**src/rtl/two_of_five_pkg.sv**
```systemverilog
// Shared constants and types for the 2-out-of-5 key matrix scanner and decoder.
// Column weights, row count, scan FSM states and the idle row-drive pattern.
package two_of_five_pkg;

    localparam int NUM_ROWS = 7;

    localparam logic [3:0] COL_W4 = 4'd7;
    localparam logic [3:0] COL_W3 = 4'd4;
    localparam logic [3:0] COL_W2 = 4'd2;
    localparam logic [3:0] COL_W1 = 4'd1;
    localparam logic [3:0] COL_W0 = 4'd0;

    localparam logic [6:0] ROWS_IDLE = 7'h7F;

    typedef enum logic [1:0] {
        ST_IDLE  = 2'd0,
        ST_DRIVE = 2'd1,
        ST_GAP   = 2'd2
    } scan_state_t;

    // Active-low one-hot drive for a 1-based row number.
    function automatic logic [6:0] row_drive(input logic [2:0] row_num);
        return ~(7'd1 << (row_num - 3'd1));
    endfunction

endpackage

```
**src/rtl/two_of_five_decode.sv**
```systemverilog
// Combinational 2-out-of-5 decoder: digit is the sum of column weights, 7+4 reads as 0.
// ok is set only for the ten two-bit patterns; digit is 4'hF otherwise.
module two_of_five_decode
    import two_of_five_pkg::*;
(
    input  logic [4:0] col_i,
    output logic [3:0] digit_o,
    output logic       ok_o
);

    logic [3:0] sum;
    logic [2:0] ones;

    always_comb begin
        sum = (col_i[4] ? COL_W4 : 4'd0) + (col_i[3] ? COL_W3 : 4'd0)
            + (col_i[2] ? COL_W2 : 4'd0) + (col_i[1] ? COL_W1 : 4'd0)
            + (col_i[0] ? COL_W0 : 4'd0);
        ones = {2'b0, col_i[4]} + {2'b0, col_i[3]} + {2'b0, col_i[2]}
             + {2'b0, col_i[1]} + {2'b0, col_i[0]};
        ok_o = (ones == 3'd2);
        if (!ok_o)
            digit_o = 4'hF;
        else if (sum == 4'd11)
            digit_o = 4'd0;
        else
            digit_o = sum;
    end

endmodule

```
**src/rtl/matrix_scanner.sv**
```systemverilog
// Row-strobing 2-of-5 matrix receiver with per-row debounce; one valid/err pulse per stable press.
// Event pulse lands on the GAP cycle right after the row's last DRIVE-cycle sample.
module matrix_scanner
    import two_of_five_pkg::*;
#(
    parameter int DWELL    = 4,
    parameter int DEBOUNCE = 2
) (
    input  logic       clk,
    input  logic       rst_n,
    input  logic       en,
    input  logic [4:0] col,
    output logic [6:0] r,
    output logic       l,
    output logic [2:0] row,
    output logic [3:0] digit,
    output logic       valid,
    output logic       err
);

    localparam int DW = (DWELL > 1) ? $clog2(DWELL) : 1;
    localparam int CW = $clog2(DEBOUNCE + 1);

    scan_state_t   state_q;
    logic [DW-1:0] dwell_q;
    logic [2:0]    row_cnt_q;
    logic [6:0]    r_q;
    logic          l_q;
    logic [2:0]    row_q;
    logic [3:0]    digit_q;
    logic          valid_q;
    logic          err_q;

    logic [4:0]    hist_pat_q [NUM_ROWS];
    logic [CW-1:0] hist_cnt_q [NUM_ROWS];
    logic          hist_rep_q [NUM_ROWS];

    logic [2:0]    idx;
    logic [2:0]    row_nxt;
    logic          hit;
    logic [CW-1:0] cnt_d;
    logic          rep_d;
    logic          report;
    logic [3:0]    dec_digit;
    logic          dec_ok;

    two_of_five_decode u_decode (
        .col_i   (col),
        .digit_o (dec_digit),
        .ok_o    (dec_ok)
    );

    // History update for the row being sampled; only committed on the last DRIVE cycle.
    always_comb begin
        idx     = row_cnt_q - 3'd1;
        row_nxt = (row_cnt_q == 3'd7) ? 3'd1 : row_cnt_q + 3'd1;
        hit     = (col == hist_pat_q[idx]);
        if (!hit)
            cnt_d = CW'(1);
        else if (hist_cnt_q[idx] == CW'(DEBOUNCE))
            cnt_d = hist_cnt_q[idx];
        else
            cnt_d = hist_cnt_q[idx] + CW'(1);
        rep_d  = hit ? hist_rep_q[idx] : 1'b0;
        report = (cnt_d == CW'(DEBOUNCE)) && !rep_d;
    end

    always_ff @(posedge clk) begin
        if (!rst_n) begin
            state_q   <= ST_IDLE;
            dwell_q   <= '0;
            row_cnt_q <= 3'd1;
            r_q       <= ROWS_IDLE;
            l_q       <= 1'b0;
            row_q     <= 3'd0;
            digit_q   <= 4'd0;
            valid_q   <= 1'b0;
            err_q     <= 1'b0;
            for (int i = 0; i < NUM_ROWS; i++) begin
                hist_pat_q[i] <= '0;
                hist_cnt_q[i] <= '0;
                hist_rep_q[i] <= 1'b0;
            end
        end else begin
            valid_q <= 1'b0;
            err_q   <= 1'b0;
            if (!en) begin
                state_q   <= ST_IDLE;
                dwell_q   <= '0;
                row_cnt_q <= 3'd1;
                r_q       <= ROWS_IDLE;
                l_q       <= 1'b0;
                for (int i = 0; i < NUM_ROWS; i++) begin
                    hist_pat_q[i] <= '0;
                    hist_cnt_q[i] <= '0;
                    hist_rep_q[i] <= 1'b0;
                end
            end else begin
                case (state_q)
                    ST_IDLE: begin
                        state_q <= ST_DRIVE;
                        dwell_q <= '0;
                        r_q     <= row_drive(row_cnt_q);
                        l_q     <= 1'b1;
                    end
                    ST_DRIVE: begin
                        if (dwell_q == DW'(DWELL - 1)) begin
                            state_q         <= ST_GAP;
                            r_q             <= ROWS_IDLE;
                            hist_pat_q[idx] <= col;
                            hist_cnt_q[idx] <= cnt_d;
                            hist_rep_q[idx] <= rep_d | report;
                            // A stable all-zero pattern is a release and stays silent.
                            if (report && (col != 5'b00000)) begin
                                row_q   <= row_cnt_q;
                                digit_q <= dec_ok ? dec_digit : 4'hF;
                                valid_q <= dec_ok;
                                err_q   <= !dec_ok;
                            end
                        end else begin
                            dwell_q <= dwell_q + DW'(1);
                        end
                    end
                    ST_GAP: begin
                        state_q   <= ST_DRIVE;
                        dwell_q   <= '0;
                        row_cnt_q <= row_nxt;
                        r_q       <= row_drive(row_nxt);
                    end
                    default: begin
                        state_q <= ST_IDLE;
                        r_q     <= ROWS_IDLE;
                        l_q     <= 1'b0;
                    end
                endcase
            end
        end
    end

    assign r     = r_q;
    assign l     = l_q;
    assign row   = row_q;
    assign digit = digit_q;
    assign valid = valid_q;
    assign err   = err_q;

endmodule
```
**config.mk**
```make
export PLATFORM = sky130hd
export DESIGN_NAME = matrix_scanner
export DESIGN_NICKNAME = d
export VERILOG_FILES = /design/src/rtl/two_of_five_pkg.sv /design/src/rtl/two_of_five_decode.sv /design/src/rtl/matrix_scanner.sv
export SDC_FILE = /design/constraint.sdc
export NUM_CORES = 1
export LEC_CHECK = 0
export CAP_MARGIN = 0
export CORE_UTILIZATION = 52
export CTS_CLUSTER_DIAMETER = 150
export CTS_CLUSTER_SIZE = 16
export DETAILED_ROUTE_END_ITERATION = 6
export PLACE_DENSITY = 0.7
export SLEW_MARGIN = 20
export SYNTH_ARGS = -nofsm -noshare
export SYNTH_HDL_FRONTEND = slang
export SYNTH_HIERARCHICAL = 1
export SYNTH_SLANG_ARGS = --single-unit
```
**constraint.sdc**
```tcl
create_clock -name clk -period 4.7 [get_ports clk]
set_clock_uncertainty 0.2 [all_clocks]
set_input_delay 0.94 -clock clk [delete_from_list [all_inputs] [get_ports clk]]
set_output_delay 0.94 -clock clk [all_outputs]
set_load 0.01 [all_outputs]
```
==> summary.md <==
| Metric | Value |
|---|---|
| Syn-to-layout area delta | 11.42% |
| Worst-path fanout max | 8 |
| Final Hold Vio Count | 0 |
| Power per cell area | 295.4 mW/mm² |
| N_diodes | 0 |
| Antenna viol nets, final | 0 |
| Buffer and inverter count on the worst path | 2 |
| Startpoint types | register |
| Drt pass-1 iters | 4 |
| Clock buffer count from CTS | 9 |
| Yosys warns | 6 |
| Critical Path Stages | 15 |
| Share of layout cells above drive strength 1 | 0.09302 |
| Leakage | 2.037 nW |
| Via-to-Cell Ratio | 5.854 |
| Number of global-route vias before repair | 3,113 |
| Starting DRT DRC Count | 214 |
| Die ar. | 0.009100 mm² |
| Status | finished, final reports clean |
| Non-filler cells, final | 535 |
| Crit path DAT | 3.91 ns |
| Synth cell types | 52 |
| Synth area leaders | edfxtp_1, dfxtp_1, ha_1 |
| Crit-path max cell delay | 0.45 ns |
| CTS clk-pin slew, worst paths | 0.09 ns |
| Seq cells post-synth | 88 |
| GRT Residual Overflow | 0 |
| Syn avg cell area | 11.23 µm² |
| First-pass GRT wire length | 15,510 µm |
| Fin crit share | 0.8197 |
| Clk Latency, worst-skew pair | 0.36 ns |
| Starting Density | 0.5438 |
| Post-synth ARST share | 0 |
| Largest net degree at the start of global routing | 32 |
| Clock tree buffer depth | 2 |
| Flop-to-flop setup slack | 0.85 ns |
| CTS Root Cell | clkbuf_8 |
| R2R depth | 15 |
| Number of synthesized flops with an enable pin | 59 |
| Die Ht | 95.40 µm |
| Minimum clock period after layout | 3.852 ns |
| Routability cong. | 0.8092 |
| Area leader, netlist | edfxtp_1 |
| Worst VDD drop | 0.1639 mV |
| CTS H-tree lvls | 3 |
| All-layer global routing usage | 0.2326 |
| Nets | 452 |
| Prevailing post-synth register cell | edfxtp_1 |
| Critical Path Sink Type | register |
| CTS resizes | 0 |
| # Max-Cap Violations | 0 |
| FMAX | 0.2596 GHz |
| Syn nets | 431 |
| CTS tree | done |
| Clk sink count | 88 |
| Synthesized area | 0.004536 mm² |
| Total negative slack | 0 ns |
| Initial antenna violation count | 0 |
| Post-route cell area | 0.005054 mm² |
| Most frequent cell after synthesis | edfxtp_1 |
| CP max-delay cell | dfxtp_1 |
| Seq/Total Area, Yosys | 0.5186 |
| Row Count | 33 |
| Setup CP Type | reg -> reg |
| Placed cell areas | 0.004858 mm² |
| Worst slew pin tran | 0.8445 ns |
| Hold Startpoint | digit[2] |
| Drc violations | 0 |
| Core area | 0.008341 mm² |
| Via count | 3,132 |
| Dpl ws | 0.8890 ns |
| Worst Setup SP | row_cnt_q[1] |
| Worst relative slew slack | 0.4367 |
| Hpwl dp | 6789 µm |
| Worst Setup EP | row[0] |
| Final setup fails | 0 |
| Setup WS post-layout | 0.8475 ns |
| Critical R2R Capture | row[0] |
| Design Power | 1.493 mW |
| Top delay family on crit path | compound AO/OA/AOI/OAI gates |
| Ports | 25 |
| Worst Hold Class | reg -> reg |
| Top-area cell type share of the netlist area | 0.3906 |
| Req. time, crit path | 4.76 ns |
| Critical Path, Cell by Cell | inv_1 > ha_1 > xnor2_1 > buf_4 > nand2_1 > a21oi_1 > a31oi_1 > o221a_2 > ha_1 > nor2b_1 > o2111ai_1 > or3_1 > o21bai_2 > o21ai_1 > a21oi_1 |
| Postcts setup bufs | 0 |
| R2r startpoint | row_cnt_q[1] |
| Drt total wl | 9549 µm |
| Synth cell count leaders | edfxtp_1, nor2_1, nand2_1 |
| Cell count after synthesis | 404 |
| RSZ-0062 raised after global routing | false |
| Hold Crit Depth | 2 |
| Pins Over Slew Limit | 0 |
| WL/cell | 17.85 µm |
| Post-CTS Hold Fix Bufs | 0 |
| Die width | 95.40 µm |
| Port buffer count | 24 |
| Placed cell count | 519 |
## cell families (layout without fill, tap and decap cells)
group / count (synthesis) / after routing / synth area share
flip-flops: 88 / 88 / 0.5186
buffers and inverters: 44 / 70 / 0.04386
adder cells (fa/ha/maj): 19 / 19 / 0.05738
AND/OR/NAND/NOR: 155 / 155 / 0.1669
AO/OA/AOI/OAI: 60 / 60 / 0.08883
multiplexers: 24 / 24 / 0.09407
XOR/XNOR: 14 / 14 / 0.03034
## worst reg2reg max path: stages, from the launching register on
cell,delay (ns)
dfxtp_1,0.45
inv_1,0.13
ha_1,0.25
xnor2_1,0.43
buf_4,0.26
nand2_1,0.07
a21oi_1,0.12
a31oi_1,0.06
o221a_2,0.29
ha_1,0.29
nor2b_1,0.23
o2111ai_1,0.17
or3_1,0.33
o21bai_2,0.25
o21ai_1,0.16
a21oi_1,0.07
## flip-flops by register name (all words and copies together), names as in the netlist
register	cells
hist_pat_q	40
hist_cnt_q	16
hist_rep_q	8
r	7
digit	4
row	3
row_cnt_q	3
dwell_q	2
state_q	2
err	1
l	1
valid	1
## metrics by stage
step,util,hold WS [ns]
6_report,0.6059,0.2619
5_1_grt,0.6059,0.2823
4_1_cts,0.6059,0.2676
3_5_place_dp,0.5825,0.2514
3_3_place_gp,0.5825,0.2474
2_1_floorplan,-,0.2432
## how the worst min path moves through the flow
stage	endpoint	slack, ns
finish	digit[2]	0.26
detailed placement	digit[0]	0.25
floorplan	hist_rep_q[2]	0.24
global placement	digit[0]	0.25
global route	digit[2]	0.28
CTS	digit[2]	0.27
## power breakdown
part / total, mW / leakage [nW] / internal [mW] / switching [mW]
Sequential: 0.850 / 0.882 / 0.843 / 0.00738
Clock: 0.528 / 0.0945 / 0.248 / 0.280
Combinational: 0.114 / 1.06 / 0.0463 / 0.0680
## area by class of cell
| cell class | count | area [µm²] |
|---|---|---|
| fill | 697 | 3287 |
| sequential | 88 | 2352 |
| multi-input combinational | 272 | 1984 |
| timing repair buffer | 34 | 315.3 |
| tap | 105 | 131.4 |
| clock buffer | 10 | 127.6 |
| inverter | 20 | 75.07 |
| clock inverter | 6 | 67.56 |
## per-layer routing
layer / share of wire / GRT usage / vias to the layer above
met5: 0 / 0 / -
met4: 0.018 / 0.09204 / 0
met3: 0.044 / 0.04864 / 13
met2: 0.47 / 0.3756 / 84
met1: 0.46 / 0.3069 / 1540
li1: - / - / 1495
## cell usage in the layout (no fill, tap or decap), drive strengths merged, types with 2 or more instances in the layout
cell           count
o21ai             24
a31oi              2
dfxtp             29
nand4              3
nand2             36
buf               10
mux2i             10
a21oi              9
a211oi             7
nor2              45
mux4              13
nor2b              5
xnor2              7
nand3             14
nor4               3
inv               21
xor2               7
edfxtp            59
clkdlybuf4s50     24
a21boi             5
ha                16
and3b              2
and2              14
nor3               8
fa                 3
clkinv             3
clkbuf            10
a2111oi            2
and3              19
Note: power is estimated with default switching activity, not from simulation.
